==> src/rtl/nmx1_wb_initiator.sv <==
// Wishbone classic slave that drives one NEUROMORPHIC_X1 macro request at a time.
// Optional occupancy tracking is enabled by defining NMX1_OCCUPANCY_EN.
module nmx1_wb_initiator #(
  parameter int TO_CYCLES = 1024,
  parameter int TO_W      = 16
) (
  input  logic        CLKin,
  input  logic        RSTin,
  input  logic        wb_cyc_i,
  input  logic        wb_stb_i,
  input  logic        wb_we_i,
  input  logic [31:0] wb_adr_i,
  input  logic [31:0] wb_dat_i,
  input  logic [3:0]  wb_sel_i,
  output logic [31:0] wb_dat_o,
  output logic        wb_ack_o,
  output logic        wb_err_o,
  output logic        mac_en,
  output logic        mac_r_wb,
  output logic [31:0] mac_di,
  output logic [31:0] mac_ad,
  output logic [3:0]  mac_sel,
  input  logic [31:0] mac_do,
  input  logic        mac_ack,
  output logic        busy
);

  typedef enum logic [2:0] {IDLE, WR_PULSE, WR_WAIT, RD_HOLD, RESP, GAP} state_t;

  localparam logic [TO_W-1:0] TO_LAST = TO_W'(TO_CYCLES - 1);

  state_t          state_q, state_d;
  logic [TO_W-1:0] wd_q, wd_d;
  logic [31:0]     dat_q, dat_d, di_q, di_d, ad_q, ad_d;
  logic [3:0]      sel_q, sel_d;
  logic            ack_q, ack_d, err_q, err_d, en_q, en_d, rwb_q, rwb_d, busy_q, busy_d;
  logic            reject;

`ifdef NMX1_OCCUPANCY_EN
  logic [5:0] occ_q, occ_d;
  // Requests that cannot succeed (empty read / full write) are refused locally.
  assign reject = wb_we_i ? (occ_q == 6'd32) : (occ_q == 6'd0);
`else
  assign reject = 1'b0;
`endif

  always_comb begin
    state_d = state_q;
    wd_d    = wd_q;
    dat_d   = dat_q;
    di_d    = di_q;
    ad_d    = ad_q;
    sel_d   = sel_q;
    en_d    = en_q;
    rwb_d   = rwb_q;
    ack_d   = 1'b0;
    err_d   = 1'b0;
`ifdef NMX1_OCCUPANCY_EN
    occ_d   = occ_q;
`endif
    case (state_q)
      IDLE: begin
        if (wb_cyc_i && wb_stb_i && !ack_q && !err_q) begin
          wd_d = '0;
          if (reject) begin
            err_d   = 1'b1;
            dat_d   = '0;
            state_d = RESP;
          end else begin
            ad_d    = wb_adr_i;
            di_d    = wb_dat_i;
            sel_d   = wb_sel_i;
            en_d    = 1'b1;
            rwb_d   = !wb_we_i;
            state_d = wb_we_i ? WR_PULSE : RD_HOLD;
          end
        end
      end
      WR_PULSE: begin
        // The macro commits on every edge EN is high, so EN lasts one cycle only.
        en_d = 1'b0;
        if (mac_ack) begin
          ack_d   = 1'b1;
          state_d = RESP;
`ifdef NMX1_OCCUPANCY_EN
          occ_d   = occ_q + 6'd1;
`endif
        end else begin
          state_d = WR_WAIT;
        end
      end
      WR_WAIT: begin
        if (!wb_cyc_i) begin
          state_d = GAP;
        end else if (mac_ack) begin
          ack_d   = 1'b1;
          state_d = RESP;
`ifdef NMX1_OCCUPANCY_EN
          occ_d   = occ_q + 6'd1;
`endif
        end else if (wd_q == TO_LAST) begin
          err_d   = 1'b1;
          state_d = RESP;
        end else begin
          wd_d = wd_q + 1'b1;
        end
      end
      RD_HOLD: begin
        if (!wb_cyc_i) begin
          en_d    = 1'b0;
          state_d = GAP;
        end else if (mac_ack) begin
          dat_d   = mac_do;
          en_d    = 1'b0;
          ack_d   = 1'b1;
          state_d = RESP;
`ifdef NMX1_OCCUPANCY_EN
          occ_d   = occ_q - 6'd1;
`endif
        end else if (wd_q == TO_LAST) begin
          en_d    = 1'b0;
          err_d   = 1'b1;
          state_d = RESP;
        end else begin
          wd_d = wd_q + 1'b1;
        end
      end
      RESP:    state_d = GAP;
      GAP:     state_d = IDLE;
      default: state_d = IDLE;
    endcase
    busy_d = (state_d != IDLE);
  end

  always_ff @(posedge CLKin or negedge RSTin) begin
    if (!RSTin) begin
      state_q <= IDLE;
      wd_q    <= '0;
      dat_q   <= '0;
      di_q    <= '0;
      ad_q    <= '0;
      sel_q   <= '0;
      en_q    <= 1'b0;
      rwb_q   <= 1'b1;
      ack_q   <= 1'b0;
      err_q   <= 1'b0;
      busy_q  <= 1'b0;
`ifdef NMX1_OCCUPANCY_EN
      occ_q   <= '0;
`endif
    end else begin
      state_q <= state_d;
      wd_q    <= wd_d;
      dat_q   <= dat_d;
      di_q    <= di_d;
      ad_q    <= ad_d;
      sel_q   <= sel_d;
      en_q    <= en_d;
      rwb_q   <= rwb_d;
      ack_q   <= ack_d;
      err_q   <= err_d;
      busy_q  <= busy_d;
`ifdef NMX1_OCCUPANCY_EN
      occ_q   <= occ_d;
`endif
    end
  end

  assign wb_dat_o = dat_q;
  assign wb_ack_o = ack_q;
  assign wb_err_o = err_q;
  assign mac_en   = en_q;
  assign mac_r_wb = rwb_q;
  assign mac_di   = di_q;
  assign mac_ad   = ad_q;
  assign mac_sel  = sel_q;
  assign busy     = busy_q;

endmodule
==> config.mk <==
export PLATFORM = sky130hd
export DESIGN_NAME = nmx1_wb_initiator
export DESIGN_NICKNAME = d
export VERILOG_FILES = /design/src/rtl/nmx1_wb_initiator.sv
export SDC_FILE = /design/constraint.sdc
export NUM_CORES = 1
export LEC_CHECK = 0
export ABC_AREA = 1
export BUFFER_PORTS_ARGS = -buffer_cell sky130_fd_sc_hd__buf_2
export CAP_MARGIN = 20
export CORE_ASPECT_RATIO = 0.7
export CORE_UTILIZATION = 30
export CTS_CLUSTER_SIZE = 14
export DETAILED_ROUTE_END_ITERATION = 8
export HOLD_SLACK_MARGIN = 0.1
export PLACE_DENSITY_LB_ADDON = 0.25
export SKIP_LAST_GASP = 1
export SLEW_MARGIN = 20
export SYNTH_ARGS = -nofsm -noshare
export SYNTH_HDL_FRONTEND = slang
export SYNTH_SLANG_ARGS = --single-unit
==> constraint.sdc <==
create_clock -name CLKin -period 1.4 [get_ports CLKin]
set_input_delay 0.28 -clock CLKin [delete_from_list [all_inputs] [get_ports CLKin]]
set_output_delay 0.28 -clock CLKin [all_outputs]
set_load 0.03 [all_outputs]
==> impl_metrics.csv <==
group,metric,value,unit
timing,setup_viol,102,
hold_path,worstHoldPathType,"in2reg",
finish,nets,1061,
timing,setup_ws,-133,ps
place,place_congestion,0.806,
clocking,cts.path.max_buffers,2,
timing,skew,9.55,ps
global_route,gr-total-overflow,0,
global_route,grt_pass1_vias,5061,
synthesis,synthesis.area,0.00520,mm^2
timing,max_slew_margin,79.3,%
timing,slew_violations,0,
setup_path,critPathArrivalTime,1840,ps
floorplan,dieArea,0.0179,mm^2
status,violations,"negative setup slack",
detailed_routing,dr_total_vias,5324,
finish,regArea,0.00311,mm^2
detailed_routing,viasPerCell,4.47,
setup_path,cpLargestDelayFamily,"buffers and inverters",
finish,drive_above_1_share,51.2,%
synthesis,synth_flop_cell,"dfrtp_1",
synthesis,synth_edf_count,0,
setup_path,crit_buf_inv,4,
synthesis,synth.yosys.seq_area_share,59.7,%
clocking,clkSinkCount,124,
synthesis,yosys_warnings,0,
setup_path,worstPathMaxFanout,7,
setup_path,critPathMostFrequentCell,"buf_12",
synthesis,synth_async_sr_flop_share,100,%
setup_path,cp-end-kind,"register",
floorplan,core_area,0.0166,mm^2
timing,hold_viol_final,0,
detailed_routing,drc,0,
detailed_routing,wl,18300,um
setup_path,slowest_delay,400,ps
place,place_area,0.00695,mm^2
detailed_routing,drt_iter0_markers,374,
setup_path,slowest_stage,"dfrtp_1",
global_route,antenna_found_initial,0,
global_route,grt_pass1_wl,25900,um
power,leakagePower,0.00515,uW
finish,area_growth,85.7,%
floorplan,start_util,31.2,%
timing,whs,119,ps
power,powerDensity,2040,mW/mm^2
floorplan,die_w,159,um
flow_run,maxCapViolCount,0,
global_route,grt_max_degree,43,
detailed_routing,avgRoutedWirePerCell,15.4,um
clocking,clk_pin_slew_worst_paths,60,ps
power,ir_drop,0.00105,V
finish,multi_input_area,0.00235,mm^2
setup_path,critPathKind,"reg2reg",
hold_path,worstHoldStart,"mac_do[14]",
timing,period_needed,1530,ps
synthesis,syn_inst,561,
synthesis,avgSynthCellArea,9.27,um^2
place,io_buffers,210,
finish,antennaDiodeCount,0,
synthesis,synth_seq_cells,124,
place,dp_hpwl,10000,um
synthesis,syn-num-nets,668,
setup_path,crit_path_start,"state_q[1]$_DFF_PN0_",
global_route,grt_use_total,18.6,%
status,status,"complete, but fails checks",
timing,tightest_slew,308,ps
floorplan,io_pins,211,
finish,stdcell_area,0.00965,mm^2
clocking,numCtsBuffers,17,
clocking,cts_tree,"done",
setup_path,path_cells,"nor2_2 > inv_2 > nor2_4 > nand2_4 > buf_12 > buf_12 > clkbuf_16 > nand2_2 > nand2_1",
synthesis,ys_types,32,
timing,fmax,652,MHz
timing,period_share,110,%
clocking,clk_latency,420,ps
detailed_routing,postRouteAntennaNets,0,
timing,rsz0062_at_grt,"true",
clocking,h-tree-depth,4,
finish,fill_cells,1351,
clocking,clock-root-buffer,"clkbuf_16",
setup_path,reg2reg_from,"state_q[1]$_DFF_PN0_",
finish,final_util,58.0,%
floorplan,die_h,112,um
setup_path,startpoint_type,"register",
setup_path,required,1710,ps
detailed_routing,firstDrtPassIters,4,
floorplan,placementRows,39,
[metal layers]
metal | up-vias | track usage (%) | routed length [um]
met5 | - | 0 | 0
met4 | 0 | 6.28 | 342
met3 | 29 | 5.25 | 1020
met2 | 212 | 30.5 | 8800
met1 | 2534 | 23.8 | 8160
li1 | 2549 | - | -
[layout make-up]
class / count / area share, %
Clock buffer: 18 / 4.55
Clock inverter: 14 / 1.92
Inverter: 25 / 1.32
Multi-Input combinational cell: 392 / 24.3
Sequential cell: 124 / 32.2
Tap cell: 225 / 2.92
Timing Repair Buffer: 393 / 32.6
Timing Repair inverter: 1 / 0.207
[cells by family (layout without fill, tap and decap cells)]
| group | Yosys count | after routing | share of synthesized area (%) |
|---|---|---|---|
| AO/OA/AOI/OAI | 19 | 19 | 2.60 |
| buffers and inverters | 45 | 451 | 3.92 |
| multiplexers | 32 | 32 | 6.93 |
| AND/OR/NAND/NOR | 334 | 334 | 25.6 |
| XOR/XNOR | 6 | 6 | 1.01 |
| adder cells (fa/ha/maj) | 1 | 1 | 0.241 |
| flip-flops | 124 | 124 | 59.7 |
[cell usage after synthesis, drive strengths merged, types with 2 or more instances]
cell / instances / area [um^2]
o21bai: 2 / 15.0
xor2: 5 / 43.8
o21ai: 15 / 109
dfrtp: 123 / 3080
nor3: 3 / 20.0
mux2: 32 / 360
nor2: 33 / 134
nand3: 19 / 100
buf: 12 / 80.1
nand4: 5 / 31.3
inv: 25 / 93.8
clkbuf: 8 / 30.0
nand2: 271 / 1020
[sequential cells by signal, summed over array words and instances, names as in the netlist]
name and flops:
busy 1, mac_ad 32, mac_di 32, mac_en 1
mac_r_wb 1, mac_sel 4, state_q 3, wb_ack_o 1
wb_dat_o 32, wb_err_o 1, wd_q 16
[stage by stage]
step	TNS (ps)	total power, uW	cells	worst slack [ps]
after floorplan	-151	10400	561	-19.7
after global placement	-7650	12900	1030	-108
after detailed placement	-8270	12900	1030	-102
after CTS	-4570	18300	1171	-101
after global routing	-15530	20700	1192	-210
final	-7370	19700	1192	-133
[repair_timing]
action,CTS,global route
hold buffers,93,1
buffers inserted,12,8
hold endpoints to repair,215,1
gates cloned,4,16
pin swaps,6,56
endpoints found under the setup margin,121,123
resized for setup,40,152
[path summary, 6_finish.rpt]
kind	endpoint	slack, ps	depth (start not counted)
worst max-delay path	mac_di[3]$_DFFE_PN0P_	-130	9
worst min-delay path	wb_dat_o[14]$_DFFE_PN0P_	120	2
worst max register to register	mac_di[3]$_DFFE_PN0P_	-130	9
worst min register to register	mac_ad[31]$_DFFE_PN0P_	470	2
max in group asynchronous	mac_r_wb$_DFFE_PN1P_	550	3
min in group asynchronous	mac_di[19]$_DFFE_PN0P_	280	2
[cells in the final DEF (no fill, tap or decap), drive strengths merged]
master,netlist,final
nand3,19,19
nor3,3,3
dfstp,1,1
dlygate4sd3,0,94
o21bai,2,2
mux2,32,32
nand2,271,271
a21oi,1,1
inv,25,29
clkinv,0,5
ha,1,1
clkbuf,8,29
o22ai,1,1
xor2,5,5
o21ai,15,15
xnor2,1,1
or2,1,1
nor2,33,33
clkinvlp,0,3
nand4,5,5
buf,12,288
dfrtp,123,123
nand3b,1,1
bufinv,0,3
and2,1,1
[worst reg2reg max path, cell delays in order, from the launching register on]
cell       delay [ps]
dfrtp_1           400
nor2_2            140
inv_2              70
nor2_4            140
nand2_4            90
buf_12            180
buf_12            140
clkbuf_16         170
nand2_2            50
nand2_1            50
[where the power goes]
| part | leakage, uW | switching [uW] | internal, uW |
|---|---|---|---|
| sequential | 0.00160 | 920 | 5040 |
| clock | 0.000296 | 1750 | 2890 |
| combinational | 0.00326 | 5620 | 3480 |
Note: power is estimated with default switching activity, not from simulation.
